===== src/rtl/fpu_stream_ctrl.sv =====
// Issue/collect stage around combinational fpu_top with show-ahead result FIFO.
// Optional stats counters: define FPU_STREAM_STATS_EN.
module fpu_stream_ctrl #(
  parameter int SETTLE_CYCLES = 1,
  parameter int FIFO_DEPTH    = 4
) (
  input  logic        clk,
  input  logic        rst,
  input  logic        in_valid,
  output logic        in_ready,
  input  logic [1:0]  in_op,
  input  logic [31:0] in_a,
  input  logic [31:0] in_b,
  output logic [1:0]  fpu_op,
  output logic [31:0] fpu_a,
  output logic [31:0] fpu_b,
  input  logic [31:0] fpu_result,
  input  logic        fpu_error,
  input  logic        fpu_underflow,
  input  logic        fpu_overflow,
  output logic        out_valid,
  input  logic        out_ready,
  output logic [31:0] out_result,
  output logic [1:0]  out_op,
  output logic [2:0]  out_flags,
  output logic        busy,
  input  logic        clr_sticky,
  output logic [2:0]  sticky_flags,
  output logic [15:0] op_count,
  output logic [15:0] err_count
);

  localparam int AW = $clog2(FIFO_DEPTH);
  localparam logic [AW:0] FULL_CNT = (AW+1)'(FIFO_DEPTH);
  localparam logic [AW:0] ONE_CNT = (AW+1)'(1);

  typedef enum logic [1:0] {
    IDLE,
    SETTLE,
    WAIT_SPACE
  } state_t;

  state_t state, state_nx;
  logic [3:0] cnt, cnt_nx;
  logic       rdy_en;
  logic       accept, wr, pop, wr_ok;
  logic       full, empty;
  logic [2:0] wflags;

  logic [AW-1:0] wptr, rptr;
  logic [AW:0]   count;
  logic [36:0]   mem [FIFO_DEPTH];
  logic [36:0]   head;

  assign wflags = {fpu_error, fpu_underflow, fpu_overflow};
  assign empty  = (count == '0);
  assign full   = (count == FULL_CNT);
  assign pop    = !empty && out_ready;
  assign wr_ok  = !full || pop;

  // rdy_en keeps in_ready low during reset and until the first edge after it
  assign in_ready = rdy_en && (state == IDLE);
  assign accept   = in_valid && in_ready;

  always_comb begin
    state_nx = state;
    cnt_nx   = cnt;
    wr       = 1'b0;
    unique case (state)
      IDLE: begin
        if (accept) begin
          state_nx = SETTLE;
          cnt_nx   = 4'(SETTLE_CYCLES);
        end
      end
      SETTLE: begin
        cnt_nx = cnt - 4'd1;
        if (cnt == 4'd1) begin
          if (wr_ok) begin
            wr       = 1'b1;
            state_nx = IDLE;
          end else begin
            state_nx = WAIT_SPACE;
          end
        end
      end
      WAIT_SPACE: begin
        if (wr_ok) begin
          wr       = 1'b1;
          state_nx = IDLE;
        end
      end
      default: state_nx = IDLE;
    endcase
  end

  always_ff @(posedge clk or posedge rst) begin
    if (rst) begin
      state  <= IDLE;
      cnt    <= '0;
      rdy_en <= 1'b0;
      fpu_op <= '0;
      fpu_a  <= '0;
      fpu_b  <= '0;
    end else begin
      state  <= state_nx;
      cnt    <= cnt_nx;
      rdy_en <= 1'b1;
      if (accept) begin
        fpu_op <= in_op;
        fpu_a  <= in_a;
        fpu_b  <= in_b;
      end
    end
  end

  always_ff @(posedge clk or posedge rst) begin
    if (rst) begin
      wptr  <= '0;
      rptr  <= '0;
      count <= '0;
    end else begin
      if (wr) wptr <= wptr + AW'(1);
      if (pop) rptr <= rptr + AW'(1);
      unique case ({wr, pop})
        2'b10:   count <= count + ONE_CNT;
        2'b01:   count <= count - ONE_CNT;
        default: count <= count;
      endcase
    end
  end

  always_ff @(posedge clk) begin
    if (wr) mem[wptr] <= {fpu_op, fpu_result, wflags};
  end

  // Outputs forced to zero while empty so stale storage never leaks out
  assign head       = mem[rptr];
  assign out_valid  = !empty;
  assign out_op     = out_valid ? head[36:35] : '0;
  assign out_result = out_valid ? head[34:3] : '0;
  assign out_flags  = out_valid ? head[2:0] : '0;
  assign busy       = (state != IDLE) || !empty;

  always_ff @(posedge clk or posedge rst) begin
    if (rst) begin
      sticky_flags <= '0;
    end else if (clr_sticky) begin
      sticky_flags <= wr ? wflags : 3'b000;
    end else if (wr) begin
      sticky_flags <= sticky_flags | wflags;
    end
  end

`ifdef FPU_STREAM_STATS_EN
  logic [15:0] opc, errc;
  logic        err_wr;

  assign err_wr = wr && (|wflags);

  always_ff @(posedge clk or posedge rst) begin
    if (rst) begin
      opc  <= '0;
      errc <= '0;
    end else if (clr_sticky) begin
      opc  <= wr ? 16'd1 : 16'd0;
      errc <= err_wr ? 16'd1 : 16'd0;
    end else begin
      if (wr && opc != 16'hFFFF) opc <= opc + 16'd1;
      if (err_wr && errc != 16'hFFFF) errc <= errc + 16'd1;
    end
  end

  assign op_count  = opc;
  assign err_count = errc;
`else
  assign op_count  = '0;
  assign err_count = '0;
`endif

endmodule

===== config.mk =====
export PLATFORM = sky130hd
export DESIGN_NAME = fpu_stream_ctrl
export DESIGN_NICKNAME = d
export VERILOG_FILES = /design/src/rtl/fpu_stream_ctrl.sv
export SDC_FILE = /design/constraint.sdc
export NUM_CORES = 1
export LEC_CHECK = 0
export BUFFER_PORTS_ARGS = -buffer_cell sky130_fd_sc_hd__buf_2
export CAP_MARGIN = 20
export CORE_UTILIZATION = 55
export DETAILED_ROUTE_END_ITERATION = 12
export PLACE_DENSITY = 0.92
export SYNTH_ARGS = -nofsm -noshare
export SYNTH_HDL_FRONTEND = slang
export SYNTH_SLANG_ARGS = --single-unit

===== constraint.sdc =====
create_clock -name clk -period 4.3 [get_ports clk]
set_input_delay 0.215 -clock clk [delete_from_list [all_inputs] [get_ports clk]]
set_output_delay 0.215 -clock clk [all_outputs]
set_load 0.02 [all_outputs]

### After elaboration in Yosys (flattened, before gate mapping)

Memories as Yosys holds them, arrays and structs flattened.
Index checks and enable logic that the tools add are counted.

| storage, ports and cells | value |
|---|---|
| register bits after elaboration | 83 |
| word-level logic and storage cells | 60 |
| memories | 1 |
| memory bits (read-only) | 0 |
| output and inout bits | 141 |
| bits in latches | 0 |
| RAM bits | 148 |
| input port bits | 106 |

| cells by class | value |
|---|---|
| divide/modulo/power cells | 0 |
| reduce and logical (&&, ||, !) cells | 15 |
| shift-type cells | 0 |
| muxes and demuxes | 19 |
| order comparisons | 0 |
| multiply operators | 0 |
| add/subtract/negate cells | 5 |
| eq/ne operators | 9 |
| bitwise operators | 1 |

Memory list:

| memory | words | bits a word | rd ports | clocked after Yosys merged registers in | wr ports | RTL line | text |
|---|---|---|---|---|---|---|---|
| mem | 4 | 37 | 1 | 0 | 1 | 52 | `logic [36:0] mem [FIFO_DEPTH];` |

Operators by type and width:

| operator | number |
|---|---|
| 2-to-1 mux 32 bit | 1 |
| 2-to-1 mux 3 bit | 4 |
| 2-to-1 mux 2 bit | 5 |
| case mux 4 bit (2 select lines) | 1 |
| nonzero test 2 bit | 4 |
| inequality test 2 bit (second input constant) | 3 |
| case mux 2 bit (3 select lines) | 1 |
| case mux 3 bit (2 select lines) | 1 |
| adder 2 x 1 -> 2 bit (second input constant) | 2 |
| equality test 2 x 1 -> 1 bit (second input constant) | 2 |
| equality test 2 bit (second input constant) | 2 |
| equality test 4 x 1 -> 1 bit (second input constant) | 1 |
| 2-to-1 mux 1 bit | 4 |
| 2-to-1 mux 4 bit | 1 |
| subtractor 4 x 1 -> 4 bit (second input constant) | 1 |
| adder 3 x 1 -> 3 bit (second input constant) | 1 |
| equality test 3 bit (second input constant) | 1 |
| logical AND 1 bit | 3 |
| logical NOT 3 bit | 1 |
| OR 3 bit | 1 |
| AND reduction 3 bit | 1 |
| subtractor 3 x 1 -> 3 bit (second input constant) | 1 |
| logical NOT 1 bit | 2 |
| logical NOT 2 bit | 1 |
| other kinds (3) | 4 |

### Logic depth before layout (Yosys ltp)

| depth | value |
|---|---|
| depth after elaboration | 9 |
| mapped depth | 11 |

### Worst setup path before layout

Ideal clock, no wire load.

| timing | value |
|---|---|
| path kind | reg2reg |
| start point | reg state[1] |
| end point | mem mem[0][0] (enable) |
| setup time | 0.377 ns |
| path buffers | 0 |
| arrival | 1.897 ns |
| required time | 3.923 ns |
| stages on the path, launching flop included | 6 |
| path slack | 2.025 ns |
| path through | dfrtp_1 -> inv_1 -> ha_1 -> nand4bb_4 -> a211oi_4 -> and2_2 |

| between the ends | value |
|---|---|
| word-level cells in the longest chain between the ends | 4 |
| elaborated cells between the ends (all ways) | 5 |
| those cells by class | 2 x eq/ne; 3 x mux |

RTL lines:

| what | RTL line | text |
|---|---|---|
| from (decl) | 43 | `state_t state, state_nx;` |
| from (signal assigned) | 106 | `state <= state_nx;` |
| equality test 2 bit or equality test 2 x 1 -> 1 bit (tied branches) | 69 | `unique case (state)` |
| case mux 1 bit (2 select lines) (*) | 69 |  |
| 2-to-1 mux 1 bit (*) | 134 | `if (wr) mem[wptr] <= {fpu_op, fpu_result, wflags};` |
| 2-to-1 mux 1 bit (not written as such) (*) | 134 |  |
| to (decl) | 52 |  |

Every way passes the cells marked *; elsewhere a longest branch is shown, timed or not.

### Final worst setup path

| timing | value |
|---|---|
| start point | reg rptr[0] |
| end point | out out_result[22] |

| between the ends | value |
|---|---|
| word-level cells in the longest chain between the ends | 2 |

RTL lines:

| what | RTL line | text |
|---|---|---|
| from (decl) | 50 | `logic [AW-1:0] wptr, rptr;` |
| from (signal assigned) | 124 | `if (pop) rptr <= rptr + AW'(1);` |
| memory (4 x 37 bit) | -- |  |
| 2-to-1 mux 32 bit | 141 | `assign out_result = out_valid ? head[34:3] : '0;` |
| to (decl) | 23 | `output logic [31:0] out_result,` |

No other way between the ends.

==> out/results.tsv <==
metric	value	unit
status	finished clean	
clk_lat worst skew	0.50	ns
initial antenna violation count	2	
YS warnings	0	
Reg power frac	0.405	
routed wire length	22.0	mm
post-synthesis cell count	500	
final hold violation count	0	
multi-input logic area	2480	um^2
Top FF cell, synth	edfxtp_1	
syn_area_per_cell	18.6	um^2
Final Setup Violations	0	
Synth cell types	40	
Worst Max-Slew Pin Slew	0.983	ns
worst path arrival time	2.78	ns
Setup Fix Bufs, Post-CTS	0	
post-route ant nets	0	
switching portion of total power	0.359	
first-pass GRT wire length	34.5	mm
IO Pins	247	
clock slew at reported path FFs	0.06	ns
Worst Hold Class	primary input to register	
Worst Setup Start Kind	register	
Clock Skew	0.00955	ns
wire length per cell	20.7	um
Core ar.	16500	um^2
router iterations before antenna repair	6	
Gate power share	0.370	
Tcrit/Tclk final	0.695	
fmax	334	MHz
Max transition margin	0.345	
element type at the critical path end	output port	
Post-synth ARST share	0.359	
Synth Cell Area	9300	um^2
clk sinks	231	
commonest non-fill, non-tap cell in the layout	buf_2	
Crit Path Max Fanout	27	
WHS	0.0749	ns
CTS max path bufs	3	
Critical Path RT	4.09	ns
Detailed Route Iter0 Violations	308	
Max VDD drop	0.509	mV
Remaining Overflow, GRT	0	
cts bufs inserted	23	
root buf cell	clkbuf_16	
register area	6520	um^2
drt via density	5.31	
Pleak	4.94	nW
Final Max Slew Viols	0	
Final Util	0.738	
most frequent cells in the layout	214 x buf_2, 148 x edfxtp_1, 102 x dlygate4sd3_1	
number of global-route vias before repair	6196	
die area	17400	um^2
P per Cell Area	656	nW/um^2
RSZ-0062 raised after global routing	false	
min cycle time layout	2.99	ns
die height	132	um
TNS Setup	0	ns
Die W	132	um
Remaining DRCs	0	
worst-path cell chain	buf_4 > mux4_2 > and2_1 > buf_2	
CTS tree	done	
R2R setup slack	1.56	ns
P&R area growth vs syn	31.0	%
critical path type	register to output port	
largest net degree at the start of global routing	56	
initial core utilization	0.563	
final layout net count	943	
critical path's slowest cell	dfrtp_2	
HPWL after DPL	12.8	mm
Final Power	8.00	mW
Worst path max stage delay	0.95	ns
Clock power frac	0.225	
Max Cap Viol	0	
layout cell share with drive strength beyond 1	0.441	
port bufs	214	
CP bufs+invs	2	
cell family with most CP delay	flip-flops	
NetSw	2.87	mW
Total GRT Usage	0.261	
Yosys reg bits	231	
Filler cells	929	
GPL Wtd Cong	0.790	
Core Rows	47	
via count	5647	
CTS H-tree depth	1	
Post-synth EDFFs	148	
post-synthesis sequential area ratio	0.701	
internal power	5.13	mW
==> state kept, by name (all words and copies together) (netlist names) <==
register and count:
count 3, rptr 2, mem 148, fpu_b 32
state 2, fpu_a 32, cnt 4, wptr 2
rdy_en 1, sticky_flags 3, fpu_op 2
==> power by group through the flow <==
| stage | Combinational, mW | Clock (mW) | Sequential, mW |
|---|---|---|---|
| global placement | 2.72 | 0 | 3.22 |
| CTS | 2.90 | 1.82 | 3.22 |
| floorplan | 1.70 | 0 | 3.44 |
| global route | 3.13 | 1.92 | 3.30 |
| finish | 2.96 | 1.80 | 3.24 |
| detailed placement | 2.81 | 0 | 3.25 |
==> through the flow <==
step / setup WS (ns) / area (um^2) / instances
after floorplan: 1.95 / 9420 / 531
after global placement: 1.66 / 10400 / 917
after detailed placement: 1.50 / 10400 / 917
after CTS: 1.22 / 12100 / 1060
after global routing: 1.10 / 12200 / 1064
final: 1.31 / 12200 / 1064
==> cell type report <==
class / instances / share of cell area
Inverter: 16 / 0.00503
Timing Repair Buffer: 321 / 0.178
Clock inverter: 14 / 0.00667
Sequential cell: 231 / 0.535
Multi-Input combinational cell: 233 / 0.204
Tap cell: 220 / 0.0226
Clock buffer: 27 / 0.0485
Antenna cell: 2 / 0.000411
==> worst register-to-register path, stage by stage (launching register included) <==
cell       delay [ns]
dfrtp_1          0.39
inv_1            0.10
ha_1             0.33
nand4bb_4        0.15
a211oi_4         0.47
and2_2           0.88
==> cells by family after synthesis <==
logic type               share of synthesized area
AO/OA/AOI/OAI                               0.0182
XOR/XNOR                                   0.00565
AND/OR/NAND/NOR                             0.0426
flip-flops                                   0.701
adder cells (fa/ha/maj)                     0.0156
buffers and inverters                       0.0452
other                                     0.000807
multiplexers                                 0.171
==> cell usage after synthesis, drive strengths merged (2+ instances only) <==
master,count,area share
a22o,5,0.0047
and2,43,0.029
buf,46,0.037
clkbuf,5,0.0020
conb,2,0.00081
dfrtp,83,0.22
edfxtp,148,0.48
ha,10,0.013
inv,16,0.0065
mux2,67,0.081
mux4,37,0.090
nand2,3,0.0012
nor2,2,0.00081
nor3,2,0.0011
nor4b,2,0.0035
o21ai,5,0.0027
o22ai,2,0.0013
xnor2,3,0.0028
xor2,3,0.0028
==> final timing paths <==
kind,end,from,depth (start not counted)
worst max-delay path,out_result[22],rptr[0],4
worst min register to register,fpu_b[7],fpu_b[7],1
worst min-delay path,rptr[1],out_ready,3
min in group asynchronous,fpu_a[5],rst,3
max in group asynchronous,rptr[1],rst,5
worst max register to register,mem[0][12],state[1],5
==> layer usage <==
metal  wire length (um)  part of all wire  track usage  vias to the layer above
met1               8390              0.38        0.323                     2866
met5                  0                 0            0                        -
met2              11500              0.52        0.460                      269
met3               1490             0.068       0.0496                       46
met4                629             0.029       0.0924                        0
li1                   -                 -            -                     2466
==> what timing repair did <==
action,4_1_cts,5_1_grt
hold endpoints to repair,262,0
gates resized for setup,0,0
hold buffers,102,0
(Power assumes the default switching activity.)
